**config.mk**
```make
export PLATFORM = sky130hd
export DESIGN_NAME = if_id_queue
export DESIGN_NICKNAME = d
export VERILOG_FILES = /design/src/rtl/if_id_queue_pkg.sv /design/src/rtl/if_id_store.sv /design/src/rtl/if_id_queue.sv
export SDC_FILE = /design/constraint.sdc
export NUM_CORES = 1
export LEC_CHECK = 0
export BUFFER_PORTS_ARGS = -buffer_cell sky130_fd_sc_hd__buf_2
export CORE_MARGIN = 3
export CORE_UTILIZATION = 45
export DETAILED_ROUTE_END_ITERATION = 10
export PLACE_DENSITY_LB_ADDON = 0.05
export SYNTH_ARGS = -nofsm -noshare
export SYNTH_HDL_FRONTEND = slang
export SYNTH_SLANG_ARGS = --single-unit
export TNS_END_PERCENT = 50
```
**constraint.sdc**
```tcl
create_clock -name clk -period 10.9 [get_ports clk]
set_input_delay 1.09 -clock clk [delete_from_list [all_inputs] [get_ports clk]]
set_output_delay 1.09 -clock clk [all_outputs]
set_load 0.05 [all_outputs]
```
**src/rtl/if_id_queue_pkg.sv**
```systemverilog
// Shared IF/ID queue constants: word width, NOP encoding, default depth and entry layout.
package if_id_queue_pkg;

   localparam int unsigned IF_ID_WORD_W        = 32;
   localparam int unsigned IF_ID_DEPTH_DEFAULT = 2;
   localparam logic [IF_ID_WORD_W-1:0] IF_ID_NOP = 32'h0000_0000;

   typedef struct packed {
      logic [IF_ID_WORD_W-1:0] instr;
      logic [IF_ID_WORD_W-1:0] pc_plus4;
   } if_id_entry_t;

endpackage

```
**src/rtl/if_id_store.sv**
```systemverilog
// IF/ID queue storage array: one synchronous write port, one asynchronous read port.
module if_id_store
   import if_id_queue_pkg::*;
#(
   parameter int unsigned DEPTH = IF_ID_DEPTH_DEFAULT,
   parameter int unsigned AW    = $clog2(DEPTH)
) (
   input  logic          clk,
   input  logic          we_i,
   input  logic [AW-1:0] waddr_i,
   input  if_id_entry_t  wdata_i,
   input  logic [AW-1:0] raddr_i,
   output if_id_entry_t  rdata_o
);

   // Payload only; occupancy lives in the queue, so no reset is needed here.
   if_id_entry_t mem_q [DEPTH];

   always_ff @(posedge clk) begin
      if (we_i) begin
         mem_q[waddr_i] <= wdata_i;
      end
   end

   assign rdata_o = mem_q[raddr_i];

endmodule

```
**src/rtl/if_id_queue.sv**
```systemverilog
// IF/ID decoupling queue with flush. Define IF_ID_DELAY_SLOT_EN to keep the
// first surviving instruction on flush (branch delay slot).
module if_id_queue
   import if_id_queue_pkg::*;
#(
   parameter int unsigned DEPTH = IF_ID_DEPTH_DEFAULT
) (
   input  logic                    clk,
   input  logic                    rst,
   input  logic [IF_ID_WORD_W-1:0] Instruction_F,
   input  logic [IF_ID_WORD_W-1:0] PcPlus4_F,
   input  logic                    valid_F,
   output logic                    ready_F,
   output logic [IF_ID_WORD_W-1:0] Instruction_D,
   output logic [IF_ID_WORD_W-1:0] PcPlus4_D,
   output logic                    valid_D,
   input  logic                    ready_D,
   input  logic                    flush,
   output logic [$clog2(DEPTH):0]  count
);

   localparam int unsigned AW = $clog2(DEPTH);
   localparam int unsigned CW = AW + 1;

   logic [AW-1:0] rd_ptr_q, rd_ptr_d;
   logic [AW-1:0] wr_ptr_q, wr_ptr_d;
   logic [CW-1:0] count_q, count_d;
   logic          push, pop;
   if_id_entry_t  wdata, rdata;

   assign ready_F = (count_q != CW'(DEPTH));
   assign valid_D = (count_q != '0);
   assign push    = valid_F & ready_F;
   assign pop     = valid_D & ready_D;
   assign wdata   = '{instr: Instruction_F, pc_plus4: PcPlus4_F};

   // A push always lands in a free slot, so writing it even when a flush
   // discards it cannot disturb a surviving entry.
   if_id_store #(.DEPTH(DEPTH), .AW(AW)) u_store (
      .clk     (clk),
      .we_i    (push),
      .waddr_i (wr_ptr_q),
      .wdata_i (wdata),
      .raddr_i (rd_ptr_q),
      .rdata_o (rdata)
   );

   always_comb begin
      rd_ptr_d = rd_ptr_q;
      wr_ptr_d = wr_ptr_q;
      count_d  = count_q;
      if (flush) begin
`ifdef IF_ID_DELAY_SLOT_EN
         // Survivor is re-framed as a one-entry queue by moving the pointers around it.
         if (pop && (count_q > CW'(1))) begin
            rd_ptr_d = rd_ptr_q + AW'(1);
            wr_ptr_d = rd_ptr_q + AW'(2);
            count_d  = CW'(1);
         end else if (!pop && valid_D) begin
            wr_ptr_d = rd_ptr_q + AW'(1);
            count_d  = CW'(1);
         end else if (push) begin
            rd_ptr_d = wr_ptr_q;
            wr_ptr_d = wr_ptr_q + AW'(1);
            count_d  = CW'(1);
         end else begin
            rd_ptr_d = wr_ptr_q;
            count_d  = '0;
         end
`else
         rd_ptr_d = wr_ptr_q;
         count_d  = '0;
`endif
      end else begin
         if (push) wr_ptr_d = wr_ptr_q + AW'(1);
         if (pop)  rd_ptr_d = rd_ptr_q + AW'(1);
         case ({push, pop})
            2'b10:   count_d = count_q + CW'(1);
            2'b01:   count_d = count_q - CW'(1);
            default: count_d = count_q;
         endcase
      end
   end

   always_ff @(posedge clk or negedge rst) begin
      if (!rst) begin
         rd_ptr_q <= '0;
         wr_ptr_q <= '0;
         count_q  <= '0;
      end else begin
         rd_ptr_q <= rd_ptr_d;
         wr_ptr_q <= wr_ptr_d;
         count_q  <= count_d;
      end
   end

   assign Instruction_D = valid_D ? rdata.instr    : IF_ID_NOP;
   assign PcPlus4_D     = valid_D ? rdata.pc_plus4 : '0;
   assign count         = count_q;

endmodule
```
==> key figures, run 1 <==
Timing
  • Max Clock Skew: around 0.008 ns
  • Fin. Hold Viols: 0
  • Setup TNS Final: 0 ns
  • Crit path time final: 3.451 ns
  • Worst-margin pin slew: 1.172 ns
  • Slew Limit Fails: 0
  • FMAX: 289.8 MHz
  • Slew margin rel.: 0.2187
  • WHS: about 0.5 ns
  • Final setup viols: 0
  • Post-route clock period utilization: 0.3166
  • Unrepaired setup endpoints after global routing: no

Clock network
  • CTS resizes: 0
  • Worst-path clk slew: around 0.060 ns
  • # clock sinks: between 100 and 150
  • CTS Hold Buffers Added: 0
  • Post CTS Setup Buffer Count: 0
  • Clock insertion delay at the later pin of the skew report: about 0.40 ns
  • Clock Path Buffers: 2
  • Clock buffer count from CTS: 17
  • H-tree Lvls: 4
  • Clock Tree Root: clkbuf_16
  • CTS tree: yes

Critical path
  • Critical Path Slowest Stage Cell: nor2_4
  • Crit end category: output port
  • Worst path max stage delay: approximately 0.6 ns
  • CP Data Required Time: between 9 and 10 ns
  • Kind of start point of the critical path: flop
  • Critical path class: flop to output port
  • Crit path max fanout: 36
  • WP data arrival: around 2.4 ns
  • Worst path cell trace: nor2_4 > buf_4 > nor2_1 > buf_2

Run status
  • Status: completed

Die
  • Starting Density: 0.4634
  • Top-level port count: around 140
  • Die width: roughly 110 um
  • Die ar.: 0.01257 mm2
  • Num rows: 38
  • Core Box Area: ~0.011 mm2
  • Die Height: between 100 and 150 um

Global routing
  • Grt total ovfl: 0
  • Global Route Usage Sum: 0.1592
  • Initial antenna violation count: 2
  • Vias in the first global route: between 2000 and 3000
  • First-pass GRT wire length: 15.32 mm
  • Largest net degree at the start of global routing: 66

Synthesis
  • Synth Net Count: around 370
  • Mapped Avg Cell Area: about 17 um2
  • Largest cells by area after synthesis: edfxtp_1 (76%), mux2i_1 (13%), nor2_1 (4.9%)
  • Gate Count Post-Synth: between 200 and 300
  • Synth Area in XOR/XNOR: 0.003457
  • Synth Register Bits: 132
  • Yosys top cell by area: edfxtp_1
  • Post-synth cell types: 21
  • Yosys top cell area share: 0.7585
  • Post-Synth Adder-Cell Area: 0
  • Synthesized area: a little over 0.005 mm2
  • Synth Area in Simple Gates: 0.05852
  • Synth Area in Compound Gates: 0.007901
  • Syn. warnings: 0
  • Mux contribution to synthesized area: 0.1284
  • Main combinational cell family by area after synthesis: multiplexers
  • Sequential-to-total area share from yosys stat: 0.7783

Finish
  • Antenna diode count: 0
  • Layout area overhead: 28.12%
  • Multi-input logic area: about 0.0010 mm2
  • Sequential Area: around 0.0039 mm2
  • NumNets Final: between 500 and 600
  • Share of cells above drive strength 1: 0.3805
  • Fillcell total: about 900

Placed design
  • Final RePlAce weighted congestion: around 0.78
  • PortBufs: ~140
  • DP Wirelength: 5.987 mm

Routing
  • # DRC: 0
  • Vias: about 2900
  • DRT iter0 DRCs: 140
  • Pre-antenna DRT Iters: 4
  • Vias per cell: 4.892
  • Routed WL per cell: roughly 16 um
  • Total wire length: about 9.6 mm
  • DRT antenna net count: 0

Job
  • Max Cap Viol: 0

Power and ir drop
  • NetSw: ~0.54 mW
  • Combinational share of power: 0.224
  • Overall power: approximately 1.7 mW
  • Sequential Power Share: 0.427
  • Cell Pwr Density: 268.3 mW/mm2
  • Sw Ratio: 0.3114
  • Clock power frac: 0.349
  • Lkg Pwr: ~2.7 nW
  • Worst-case vdd ir drop: 0.0001396 V
  • Int Pwr: 1.200 mW

Worst hold path
  • Hold WC Path Type: primary input to asynchronous set/reset pin
==> per-layer routing <==
layer / GRT usage / part of all wire / vias up
met1: 0.1907 / 0.42 / 1388
met3: 0.05876 / 0.072 / 13
met4: 0.06571 / 0.0096 / 4
met2: 0.2614 / 0.50 / 98
met5: 0 / 0.0022 / -
li1: - / - / 1393
==> area by class of cell <==
type	count	share of cell area
Inverter	2	0.001156
Timing Repair Buffer	139	0.1083
Sequential cell	132	0.6080
Clock buffer	19	0.06668
Clock inverter	12	0.03161
Multi-Input combinational cell	148	0.1573
Tap cell	140	0.02698
==> worst paths after layout <==
kind / from / endpoint / slack [ns] / cells after the start
worst max-delay path: count[1] / PcPlus4_D[31] / 7.45 / 4
worst min-delay path: rst / count[0] / 0.49 / 1
worst max register to register: count[0] / u_store.mem_q[1][42] / 8.49 / 3
worst min register to register: wr_ptr_q / wr_ptr_q / 0.58 / 1
max in group asynchronous: rst / rd_ptr_q / 10.27 / 1
min in group clk: wr_ptr_q / wr_ptr_q / 0.58 / 1
==> placed cells by master, fill, tap and decap left out <==
cell type | netlist | routed
mux2i_1 | 65 | 65
inv_1 | 2 | 2
clkbuf_1 | 0 | 2
nand2_1 | 2 | 2
clkinv_4 | 0 | 3
o21ai_0 | 2 | 2
dfrtp_4 | 0 | 1
and3_2 | 0 | 1
a21o_1 | 1 | 1
or2_1 | 1 | 1
inv_6 | 0 | 1
nand3b_1 | 2 | 2
clkbuf_16 | 0 | 17
buf_2 | 7 | 136
dfrtp_1 | 4 | 3
edfxtp_1 | 128 | 128
nor2_4 | 0 | 2
a21oi_1 | 3 | 3
nand2b_1 | 1 | 1
buf_4 | 2 | 3
xnor2_1 | 1 | 1
nor2_1 | 66 | 64
o211ai_1 | 1 | 1
clkinvlp_4 | 0 | 2
nor3b_1 | 1 | 1
xor2_1 | 1 | 1
bufinv_16 | 0 | 5
clkinv_2 | 0 | 1
==> worst max-delay path, delay by kind of cell, from the launching register on <==
| kind | cells | cell delay, ns |
|---|---|---|
| buffers and inverters | 2 | 0.74 |
| AND/OR/NAND/NOR | 2 | 0.76 |
| flip-flops | 1 | 0.46 |
==> synth_stat cells <==
cell type    n
nand2_1      2
and3_1       1
edfxtp_1   128
clkbuf_2     1
nand3b_1     2
xor2_1       1
nor3b_1      1
o211ai_1     1
buf_6        5
xnor2_1      1
dfrtp_1      4
a21oi_1      3
buf_4        2
nand2b_1     1
a21o_1       1
or2_1        1
nor2_1      66
mux2i_1     65
o21ai_0      2
inv_1        2
buf_2        7
==> state kept, by name, indices dropped and copies added, names as in the netlist <==
signal / flops
rd_ptr_q: 1
wr_ptr_q: 1
count: 2
u_store.mem_q: 128
==> power groups by stage <==
| stage | combinational (mW) | clock, mW | sequential, mW |
|---|---|---|---|
| floorplan | 0.354 | 0 | 0.705 |
| finish | 0.390 | 0.608 | 0.744 |
| detailed placement | 0.397 | 0 | 0.756 |
| global route | 0.419 | 0.646 | 0.756 |
| global placement | 0.398 | 0 | 0.753 |
| CTS | 0.398 | 0.619 | 0.747 |
==> kinds of logic after synthesis <==
family | Yosys count
AO/OA/AOI/OAI | 7
XOR/XNOR | 2
buffers and inverters | 17
flip-flops | 132
multiplexers | 65
AND/OR/NAND/NOR | 74
==> per-stage QoR <==
| stage | setup slack (ns) | utilization | instance area (um2) | instances |
|---|---|---|---|---|
| global route | 7.237 | 0.5937 | 6492 | 592 |
| CTS | 7.376 | 0.5937 | 6492 | 592 |
| global placement | 7.847 | 0.5354 | 5854 | 561 |
| finish | 7.449 | 0.5937 | 6492 | 592 |
| detailed placement | 7.810 | 0.5354 | 5854 | 561 |
| floorplan | 6.368 | - | 5067 | 297 |
No activity file was read; power rests on OpenSTA's default activity.
==> run 2: changes to the inputs <==
Settings changed: ABC_AREA set to 1.
Clock period 10.9 ns to 3.35 ns, I/O delays scaled along.
==> run 2 against run 1 <==
Net effect:
- combinational power grew to 4.8 times the previous value
- core utilization grew 5.0 points
- clock skew hardly changed
- synthesized cell count rose by 29%
- largest power group unchanged
==> key figures, run 2 <==
Critical path
  • Worst path cell trace: inv_2 > buf_4 > nand2_1 > a21oi_1 > buf_2
  • Crit path max fanout: 31
  • WP data arrival: roughly 2.3 ns
  • Critical Path Slowest Stage Cell: inv_2
  • Worst path max stage delay: 0.42 ns
  • FF-to-FF Start: count[0]
  • FF-to-FF setup slack: between 1 and 1.5 ns
  • R2R depth: 5
  • Critical path class: flop to output port
  • Crit end category: output port
  • Kind of start point of the critical path: flop
  • Worst R2R End: u_store.mem_q[0][38]
  • CP Data Required Time: 3.01 ns

Placed design
  • PortBufs: approximately 140
  • Area after DPL: approximately 0.006 mm2
  • Final RePlAce weighted congestion: 0.7221
  • DP Wirelength: around 6.3 mm
  • Pre-CTS setup slack: approximately 1.3 ns

Timing
  • Unrepaired setup endpoints after global routing: no
  • Slew Limit Fails: 0
  • Slew margin rel.: 0.5178
  • Worst-margin pin slew: a little over 0.7 ns
  • Fin. Hold Viols: 0
  • Final WS setup: around 0.77 ns
  • FMAX: between 300 and 400 MHz
  • Final setup viols: 0
  • Crit path time final: 2.584 ns
  • Post-route clock period utilization: 0.7714
  • Max Clock Skew: approximately 0.0085 ns

Routing
  • Vias per cell: ~4.8
  • DRT antenna net count: 0
  • Routed WL per cell: approximately 15 um
  • Vias: about 3400
  • DRT iter0 DRCs: between 150 and 200
  • Total wire length: 10.56 mm
  • Pre-antenna DRT Iters: 4
  • # DRC: 0

Global routing
  • Vias in the first global route: 3454
  • Largest net degree at the start of global routing: 66
  • Grt total ovfl: 0
  • Initial antenna violation count: 0
  • Global Route Usage Sum: 0.1730
  • First-pass GRT wire length: around 17 mm

Clock network
  • CTS tree: yes
  • H-tree Lvls: 4
  • Clock Tree Root: clkbuf_8
  • Clock buffer count from CTS: 17
  • Clock Path Buffers: 2
  • Worst-path clk slew: 0.06 ns
  • # clock sinks: 132
  • Post CTS Setup Buffer Count: 0
  • Clock insertion delay at the later pin of the skew report: around 0.5 ns

Synthesis
  • Synth Register Bits: between 100 and 150
  • Syn. warnings: 0
  • Post-synth cell types: 14
  • Synth Net Count: 451
  • Async SR Flop Fraction: 0.03030
  • Largest cells by area after synthesis: edfxtp_1 (77%), nand2_1 (10%), a21oi_1 (6.5%)
  • Yosys top cell area share: 0.7667
  • EDFF count, synth: 128
  • Synthesized area: roughly 0.0050 mm2
  • Sequential-to-total area share from yosys stat: 0.7866
  • Count leader, synth: nand2_1
  • Commonest cells post-synth: nand2_1 (139), edfxtp_1 (128), a21oi_1 (65)
  • Gate Count Post-Synth: 382
  • Yosys top cell by area: edfxtp_1
  • Top FF cell, synth: edfxtp_1
  • Mapped Avg Cell Area: between 10 and 15 um2

Finish
  • Antenna diode count: 0
  • Commonest cells after routing, fill and taps aside: nand2_1 (139), buf_2 (136), edfxtp_1 (128)
  • Largest Register: u_store.mem_q
  • Layout area overhead: 35.44%
  • Commonest non-fill, non-tap cell in the layout: nand2_1
  • Share of cells above drive strength 1: 0.3240
  • Final Instance Area: 0.006790 mm2
  • Sequential Area: just under 0.004 mm2
  • Fillcell total: 820
  • NumNets Final: between 600 and 700
  • Number of flip-flops in the largest register: roughly 130
  • Multi-input logic area: around 960 um2

Die
  • Die ar.: roughly 0.012 mm2
  • Num rows: 37
  • Starting Density: 0.4750
  • Die Height: about 110 um
  • Core Box Area: ~0.011 mm2
  • Die width: ~110 um
  • Top-level port count: 137

Power and ir drop
  • Lkg Pwr: between 2 and 3 nW
  • Worst-case vdd ir drop: roughly 0.00044 V
  • Cell Pwr Density: about 870 mW/mm2
  • Overall power: 5.924 mW

Worst hold path
  • WHS Path Cells: 1
  • Hold Path End: u_store.mem_q[0][42]
  • HP Start: Instruction_F[10]
  • Hold WC Path Type: primary input to flop

Job
  • Max Cap Viol: 0

Run status
  • Status: completed
==> run 2: cell types whose count changed after synthesis, sizes merged, moves of 5 or more <==
cell   before  now
buf        14   19
nor2       66    8
mux2i      65    0
inv         2    7
a21oi       3   65
nand2       2  144
==> run 2: kinds of logic after synthesis <==
family	synth area share
xor+xnor	0.001747
compound gates	0.06613
flops	0.7866
buf+inv	0.02570
simple gates	0.1198
==> run 2: metal layers <==
layer	track usage	part of all wire
met1	0.2162	0.45
met2	0.2851	0.49
met4	0.06569	0.015
met3	0.05326	0.052
met5	0	0
==> run 2: final cells by class <==
type | instances | area share
Clock inverter | 15 | 0.02432
Sequential cell | 132 | 0.5810
Multi-Input combinational cell | 222 | 0.1419
Timing Repair Buffer | 178 | 0.1629
Tap cell | 136 | 0.02506
Inverter | 7 | 0.003870
Clock buffer | 17 | 0.06099
==> run 2: how the worst max path moves through the flow <==
stage | start | endpoint | slack (ns)
final | rd_ptr_q | PcPlus4_D[8] | 0.77
after global routing | rd_ptr_q | PcPlus4_D[17] | 0.64
after CTS | rd_ptr_q | PcPlus4_D[8] | 0.75
after detailed placement | count[0] | u_store.mem_q[0][36] | 1.27
after global placement | count[0] | u_store.mem_q[0][36] | 1.29
after floorplan | count[0] | u_store.mem_q[0][0] | -1.01
==> run 2: stage by stage <==
| step | utilization | hold WS (ns) | std cells | TNS [ns] |
|---|---|---|---|---|
| final | 0.6433 | 0.02019 | 707 | 0 |
| after global routing | 0.6433 | -0.0003908 | 707 | 0 |
| after CTS | 0.6281 | 0.0001228 | 691 | 0 |
| after detailed placement | 0.5562 | 0.1522 | 641 | 0 |
| after global placement | 0.5562 | 0.1517 | 641 | 0 |
| after floorplan | - | 0.03941 | 382 | -129.04 |
==> run 2: what timing repair did <==
| item | in CTS | in global routing |
|---|---|---|
| hold endpoints to repair | 36 | 28 |
| hold buffers | 18 | 16 |
| resized for setup | 0 | 0 |
==> run 2: report_power, final <==
part / leakage [nW] / internal [mW] / switching, mW / total, mW
registers: 1.25 / 2.19 / 0.0828 / 2.28
logic: 1.28 / 0.410 / 1.47 / 1.88
clock network: 0.274 / 1.12 / 0.648 / 1.77
total: 2.81 / 3.73 / 2.20 / 5.92
==> run 2: worst max-delay path: cells and delay by family (launching register included) <==
family	cells	cell delay, ns
simple gates	1	0.08
flops	1	0.40
compound gates	1	0.18
buf+inv	3	1.06
